File: src/rtl/fetch_sequencer.sv
// fetch_sequencer: consumer end of the pc/tick instruction-phase generator.
// Once per instruction slot it fetches the word at pc over a req/ack memory
// port, latches it into ir and emits one-hot phase strobes decoded from tick.
// Late memory (no ack by DEADLINE_TICK), misaligned pc and illegal tick
// values are detected and reported.
//
// Ports:
//   clock        system clock
//   reset        synchronous, active-high
//   pc, tick     address and phase counter from the tick generator
//   mem_req      registered read request; held until ack or timeout
//   mem_addr     registered read address; stable while mem_req is high
//   mem_ack      read data valid
//   mem_rdata    read data
//   ir           latched instruction word (NOP_WORD on timeout/misalign)
//   ir_valid     ir holds the result for the current slot
//   fetch_err    current slot timed out
//   misalign     current slot pc[1:0] != 0
//   phase        one-hot registered decode of tick (0 for illegal tick)
//   seq_err      sticky: a tick >= TICKS has been seen since reset
//   fetch_count  completed fetches with valid data, wraps at 16'hFFFF
module fetch_sequencer #(
  parameter int unsigned TICKS         = 6,
  parameter int unsigned DEADLINE_TICK = 3,
  parameter logic [31:0] NOP_WORD      = 32'h0000_0000
) (
  input  logic             clock,
  input  logic             reset,
  input  logic [31:0]      pc,
  input  logic [2:0]       tick,
  output logic             mem_req,
  output logic [31:0]      mem_addr,
  input  logic             mem_ack,
  input  logic [31:0]      mem_rdata,
  output logic [31:0]      ir,
  output logic             ir_valid,
  output logic             fetch_err,
  output logic             misalign,
  output logic [TICKS-1:0] phase,
  output logic             seq_err,
  output logic [15:0]      fetch_count
);

  localparam int unsigned CNT_W    = 16;
  localparam logic [2:0]  DEADLINE = 3'(DEADLINE_TICK);

  typedef enum logic [1:0] {
    IDLE = 2'd0,
    REQ  = 2'd1,
    DONE = 2'd2
  } state_t;

  state_t state;

  logic tick_legal;
  logic tick_zero;

  assign tick_legal = (32'(tick) < TICKS);
  assign tick_zero  = (tick == 3'd0);

  // Slot sequencing, memory handshake and status flags.
  always_ff @(posedge clock) begin
    if (reset) begin
      state       <= IDLE;
      mem_req     <= 1'b0;
      mem_addr    <= 32'h0;
      ir          <= 32'h0;
      ir_valid    <= 1'b0;
      fetch_err   <= 1'b0;
      misalign    <= 1'b0;
      phase       <= '0;
      seq_err     <= 1'b0;
      fetch_count <= '0;
    end else begin
      phase <= tick_legal ? (TICKS'(1) << tick) : '0;
      if (!tick_legal) begin
        seq_err <= 1'b1;
      end

      case (state)
        IDLE, DONE: begin
          // Late acks land here and are ignored; only tick 0 opens a slot.
          if (tick_zero) begin
            ir_valid  <= 1'b0;
            fetch_err <= 1'b0;
            misalign  <= 1'b0;
            if (pc[1:0] != 2'b00) begin
              ir       <= NOP_WORD;
              misalign <= 1'b1;
              ir_valid <= 1'b1;
              state    <= DONE;
            end else begin
              mem_addr <= pc;
              mem_req  <= 1'b1;
              state    <= REQ;
            end
          end
        end

        REQ: begin
          // Ack beats the deadline on a tie; tick 0 here means the slot
          // overran, so it is closed as a timeout.
          if (mem_ack) begin
            ir          <= mem_rdata;
            ir_valid    <= 1'b1;
            mem_req     <= 1'b0;
            fetch_count <= fetch_count + CNT_W'(1);
            state       <= DONE;
          end else if (tick == DEADLINE || tick_zero) begin
            ir        <= NOP_WORD;
            fetch_err <= 1'b1;
            ir_valid  <= 1'b1;
            mem_req   <= 1'b0;
            state     <= DONE;
          end
        end

        default: begin
          mem_req <= 1'b0;
          state   <= IDLE;
        end
      endcase
    end
  end

endmodule

File: config.mk
export PLATFORM = sky130hd
export DESIGN_NAME = fetch_sequencer
export DESIGN_NICKNAME = d
export VERILOG_FILES = /design/src/rtl/fetch_sequencer.sv
export SDC_FILE = /design/constraint.sdc
export NUM_CORES = 1
export LEC_CHECK = 0
export BUFFER_PORTS_ARGS = -buffer_cell sky130_fd_sc_hd__buf_2
export CELL_PAD_IN_SITES_DETAIL_PLACEMENT = 0
export CELL_PAD_IN_SITES_GLOBAL_PLACEMENT = 2
export CORE_MARGIN = 3
export CORE_UTILIZATION = 27
export DETAILED_ROUTE_END_ITERATION = 8
export GPL_TIMING_DRIVEN = 0
export PLACE_DENSITY = 0.84
export SETUP_SLACK_MARGIN = 0.05
export SYNTH_ARGS = -nofsm -noshare
export SYNTH_HDL_FRONTEND = slang
export SYNTH_SLANG_ARGS = --single-unit
File: constraint.sdc
create_clock -name clock -period 3.2 [get_ports clock]
set_input_delay 0.64 -clock clock [delete_from_list [all_inputs] [get_ports clock]]
set_output_delay 0.64 -clock clock [all_outputs]
set_load 0.01 [all_outputs]
After elaboration in Yosys (flattened, before gate mapping). Index checks and enable logic that the tools add are counted.

Multiplexer cells: 23. Order comparisons: 1. $add $sub $neg: 1. Bitwise gates (word level): 2. Shift-type cells: 1. Reduce and logical (&&, ||, !) cells: 15. Eq/ne operators: 9.

Operator list (count): $mux 32 (4); $pmux 32 s2 (1); $add 16x1->16 const B (1); $mux 1 (10); $ne 2x2->1 const B (5); $reduce_and 3->1 (3); $mux 2 (4); $reduce_and 4->1 (2); $pmux 1 s2 (3); $reduce_and 2->1 (3); $shl 1x3->6 const A (1); $pmux 2 s2 (1); $reduce_bool 2->1 (2); $reduce_or 2->1 (2); $eq 3x2->1 const B (1); $logic_not 3->1 (1); $lt 3x3->1 const B (1); $ne 3x3->1 const B (1); $eq 2x1->1 const B (1); $eq 2x2->1 const B (1); $logic_not 2->1 (1); $not 1->1 (2); $logic_or 1x1->1 (1).

Logic and storage cells: 62. Bits of input ports: 70. Register bits after elaboration: 93. Output and inout port bits: 91.

Logic depth before layout (Yosys ltp).
Word-level depth: 5. Mapped depth: 6. Depth with buffers taken out: 5.

Worst setup path before layout. No wires, ideal clock.

Path type: input to register. From: input tick[1]. To: register ir[10]. Buffers on the path: 1. Data required time: 3.083 ns. Cell stages on the path: 5. Data arrival time: 1.744 ns. Setup slack: 1.339 ns. Cell sequence: or4_4 nor2_2 nor4_2 buf_2 a22o_1.

Word-level cells in the longest chain between the ends: 4.

RTL lines: start: declaration (line 30) `input logic [2:0] tick,`; $eq 3x2->1 / $logic_not 3->1 (equally long branches) (line 109, 59); $logic_or 1x1->1 (line 109) `end else if (tick == DEADLINE || tick_zero) begin`; $ne 3x3->1 (no source line); $reduce_and 4->1 (no source line) (*); end signal: assignment (line 104) `ir <= mem_rdata;`; end: declaration (line 35) `output logic [31:0] ir,`.

Mark *: on every way between the ends. The rest lies on a longest branch, timed or not. A chain may end at the register's enable or synchronous reset.

Worst setup path in the final report.
From: input tick[1]. To: register mem_addr[29].

Word-level cells in the longest chain between the ends: 2.

RTL lines: $logic_not 3->1 (line 59) `assign tick_zero = (tick == 3'd0);`; $reduce_and 3->1 (no source line); end signal: assignment (line 93) `mem_addr <= pc;`; end: declaration (line 32) `output logic [31:0] mem_addr,`.

No other way between the ends.

==> results.cfg <==
[sta]
rsz0062_at_grt = false
setup_slack_ns = 1.18
worstMarginPinSlew_ns = 0.572
drv_slew = 0
setup_tns_ns = 0
post-route-period-util = 0.633
hold_viol = 0
timing.final.crit_period_ns = 2.02
max_freq_mhz = 494
setup_viol = 0
slew_headroom = 0.615
clock_skew_ns = 0.00647

[logic_synthesis]
synth_compound_area_frac = 0.162
synth_edf_count = 0
ys_async_sr_fraction = 0
ys_seq_area_frac = 0.559
avgSynthCellArea_um2 = 9.41
synthFlopType = dfxtp_1
netlist_area_um2 = 3330
synthCells = 354
synth-xor-area-share = 0.0289
synth_cell_types = 38
synthSimpleGateAreaFrac = 0.203
synth_seq_cells = 93
synthMuxAreaShare = 0
synthAdderAreaFrac = 0.00376
yosys_warnings = 0
synth_top_family_by_area = simple AND/OR/NAND/NOR gates
synth_nets = 425

[finish]
syn2layout_area_growth_pct = 40.9
drive_above_1_share = 0.366
nFillCells = 1216
antenna_cells = 0
nets = 596
final_cell_count_no_fill = 673

[clock_network]
clock_sinks = 93
path_clk_slew_ns = 0.06
cts_made_buffers = 9
cts_resized = 0
clockRootBuffer = clkbuf_16
insertion_delay_ns = 0.33
htree_levels = 3
cts_setup_buffers = 0
cts_tree = done
cts_max_path_buffers = 2
cts_hold_buf = 0

[placed_design]
portBuffers = 160
hpwl_um = 7140
placed_cells = 657
dpl_worst_slack_ns = 0.784
place_congestion = 0.728

[floorplan]
die_x_um = 117
start_util = 0.284
die_h_um = 117
core-area_um2 = 11700
core.rowCount = 39
io_pins = 161
dieArea_um2 = 13700

[pwr]
p_leak_nw = 2.16
peakVddDrop_mv = 0.257
p_total_mw = 2.63
power_density_nw_per_um2 = 561

[critical_path]
path_buf_inv = 3
slowest_stage = nor4_1
cp_cell_sequence = buf_2, buf_2, nor4_1, nand2_1, clkbuf_1, nand2_1, a21oi_1
slowest_delay_ns = 0.48
critPathMaxFanout = 10
cp-end-kind = register
path_delay_family = simple AND/OR/NAND/NOR gates
crit_arrival_ns = 2.22
worstSetupPathType = primary input to register
cp.required_ns = 3.40
critPathLaunchType = primary input

[global_route]
first_global_vias = 2890
grt_overflow = 0
grt_pass1_wl_um = 14500
grt_start_max_net_pins = 16
antenna_found_initial = 0
grtUsageTotal = 0.135

[detailed_routing]
wirelength_um = 9430
drtIter0Drc = 108
via_per_inst = 4.53
first_pass_iters = 4
drc = 0
vias = 3050
antenna_left = 0
post_drt_wl_per_cell_um = 14.0

[hold_path]
hp-class = register to register

[status]
status = finished, final reports clean

[job]
drv_cap = 0
cell type report:
type                            instances  area, µm²  share of cell area
Multi-Input combinational cell        233       1320               0.282
Clock inverter                          5        129              0.0275
Tap cell                              143        179              0.0381
Timing Repair Buffer                  160        801               0.171
Sequential cell                        93       1860               0.397
Clock buffer                           11        253              0.0539
Inverter                                3       11.3             0.00240
Buffer                                 25        134              0.0285
Yosys cell counts (4+ instances only):
cell type	count	area share
dfxtp_1	93	0.56
nand2_1	70	0.079
a21oi_1	40	0.060
a22o_1	32	0.084
nor2_1	19	0.021
clkbuf_1	12	0.014
nor3_1	10	0.015
buf_2	8	0.012
nand3_1	6	0.0090
xor2_1	6	0.016
nand4_1	5	0.0094
xnor2_1	5	0.013
and3_1	4	0.0075
buf_6	4	0.014
nand2b_1	4	0.0075
o21ai_0	4	0.0060
or3_1	4	0.0075
routing by layer:
metal | GRT usage | vias to the layer above | share of wire
li1 | - | 1569 | -
met1 | 0.172 | 1397 | 0.45
met2 | 0.222 | 78 | 0.49
met3 | 0.0365 | 6 | 0.052
met4 | 0.0459 | 0 | 0.011
met5 | 0 | - | 0
path summary, 6_finish.rpt:
check / start / endpoint / slack (ns) / cells after the start
hold reg to reg: mem_addr[23] / mem_addr[23] / 0.45 / 2
hold / removal: mem_addr[23] / mem_addr[23] / 0.45 / 2
setup reg to reg: state[0] / mem_addr[29] / 1.30 / 6
setup / recovery: tick[1] / mem_addr[29] / 1.18 / 7
sequential cells by signal, indices dropped and copies added, names as in the netlist:
signal       count
fetch_count     16
fetch_err        1
ir              32
ir_valid         1
mem_addr        32
mem_req          1
misalign         1
phase            6
seq_err          1
state            2
report_power, final:
group | switching, mW | total [mW] | internal [mW] | leakage [nW]
Clock | 0.441 | 1.33 | 0.888 | 0.186
Sequential | 0.00676 | 1.18 | 1.17 | 0.751
Combinational | 0.0717 | 0.129 | 0.0571 | 1.22
Total | 0.519 | 2.63 | 2.12 | 2.16
kinds of logic (layout without fill, tap and decap cells):
logic type | after synthesis | count (layout)
AO/OA/AOI/OAI | 81 | 81
AND/OR/NAND/NOR | 140 | 140
adder cells (fa/ha/maj) | 1 | 1
buffers and inverters | 28 | 204
XOR/XNOR | 11 | 11
flip-flops | 93 | 93
layout by cell type (no fill, tap or decap), types with 4 or more instances in the layout:
cell type and n:
a22o_1 32, buf_6 4, nand4_1 5, dfxtp_1 93, xnor2_1 5, and3_1 4
or3_1 4, xor2_1 6, nand2_1 70, nor3_1 10, clkbuf_16 9, buf_2 168
nand3_1 6, clkbuf_1 12, a21oi_1 40, o21ai_0 4, nor2_1 19, bufinv_16 4
nand2b_1 4
stage by stage:
stage	util	hold slack, ns	cell area, µm²
finish	0.401	0.451	4690
global route	0.401	0.464	4690
CTS	0.401	0.454	4690
detailed placement	0.368	0.444	4310
global placement	0.368	0.441	4310
floorplan	-	0.481	3330
worst register-to-register path: stages, from the launching register on:
cell	delay, ns
dfxtp_1	0.29
buf_2	0.17
nor4_1	0.50
nand2_1	0.29
clkbuf_1	0.31
nand2_1	0.13
a21oi_1	0.07
No activity file was read; power rests on OpenSTA's default activity.
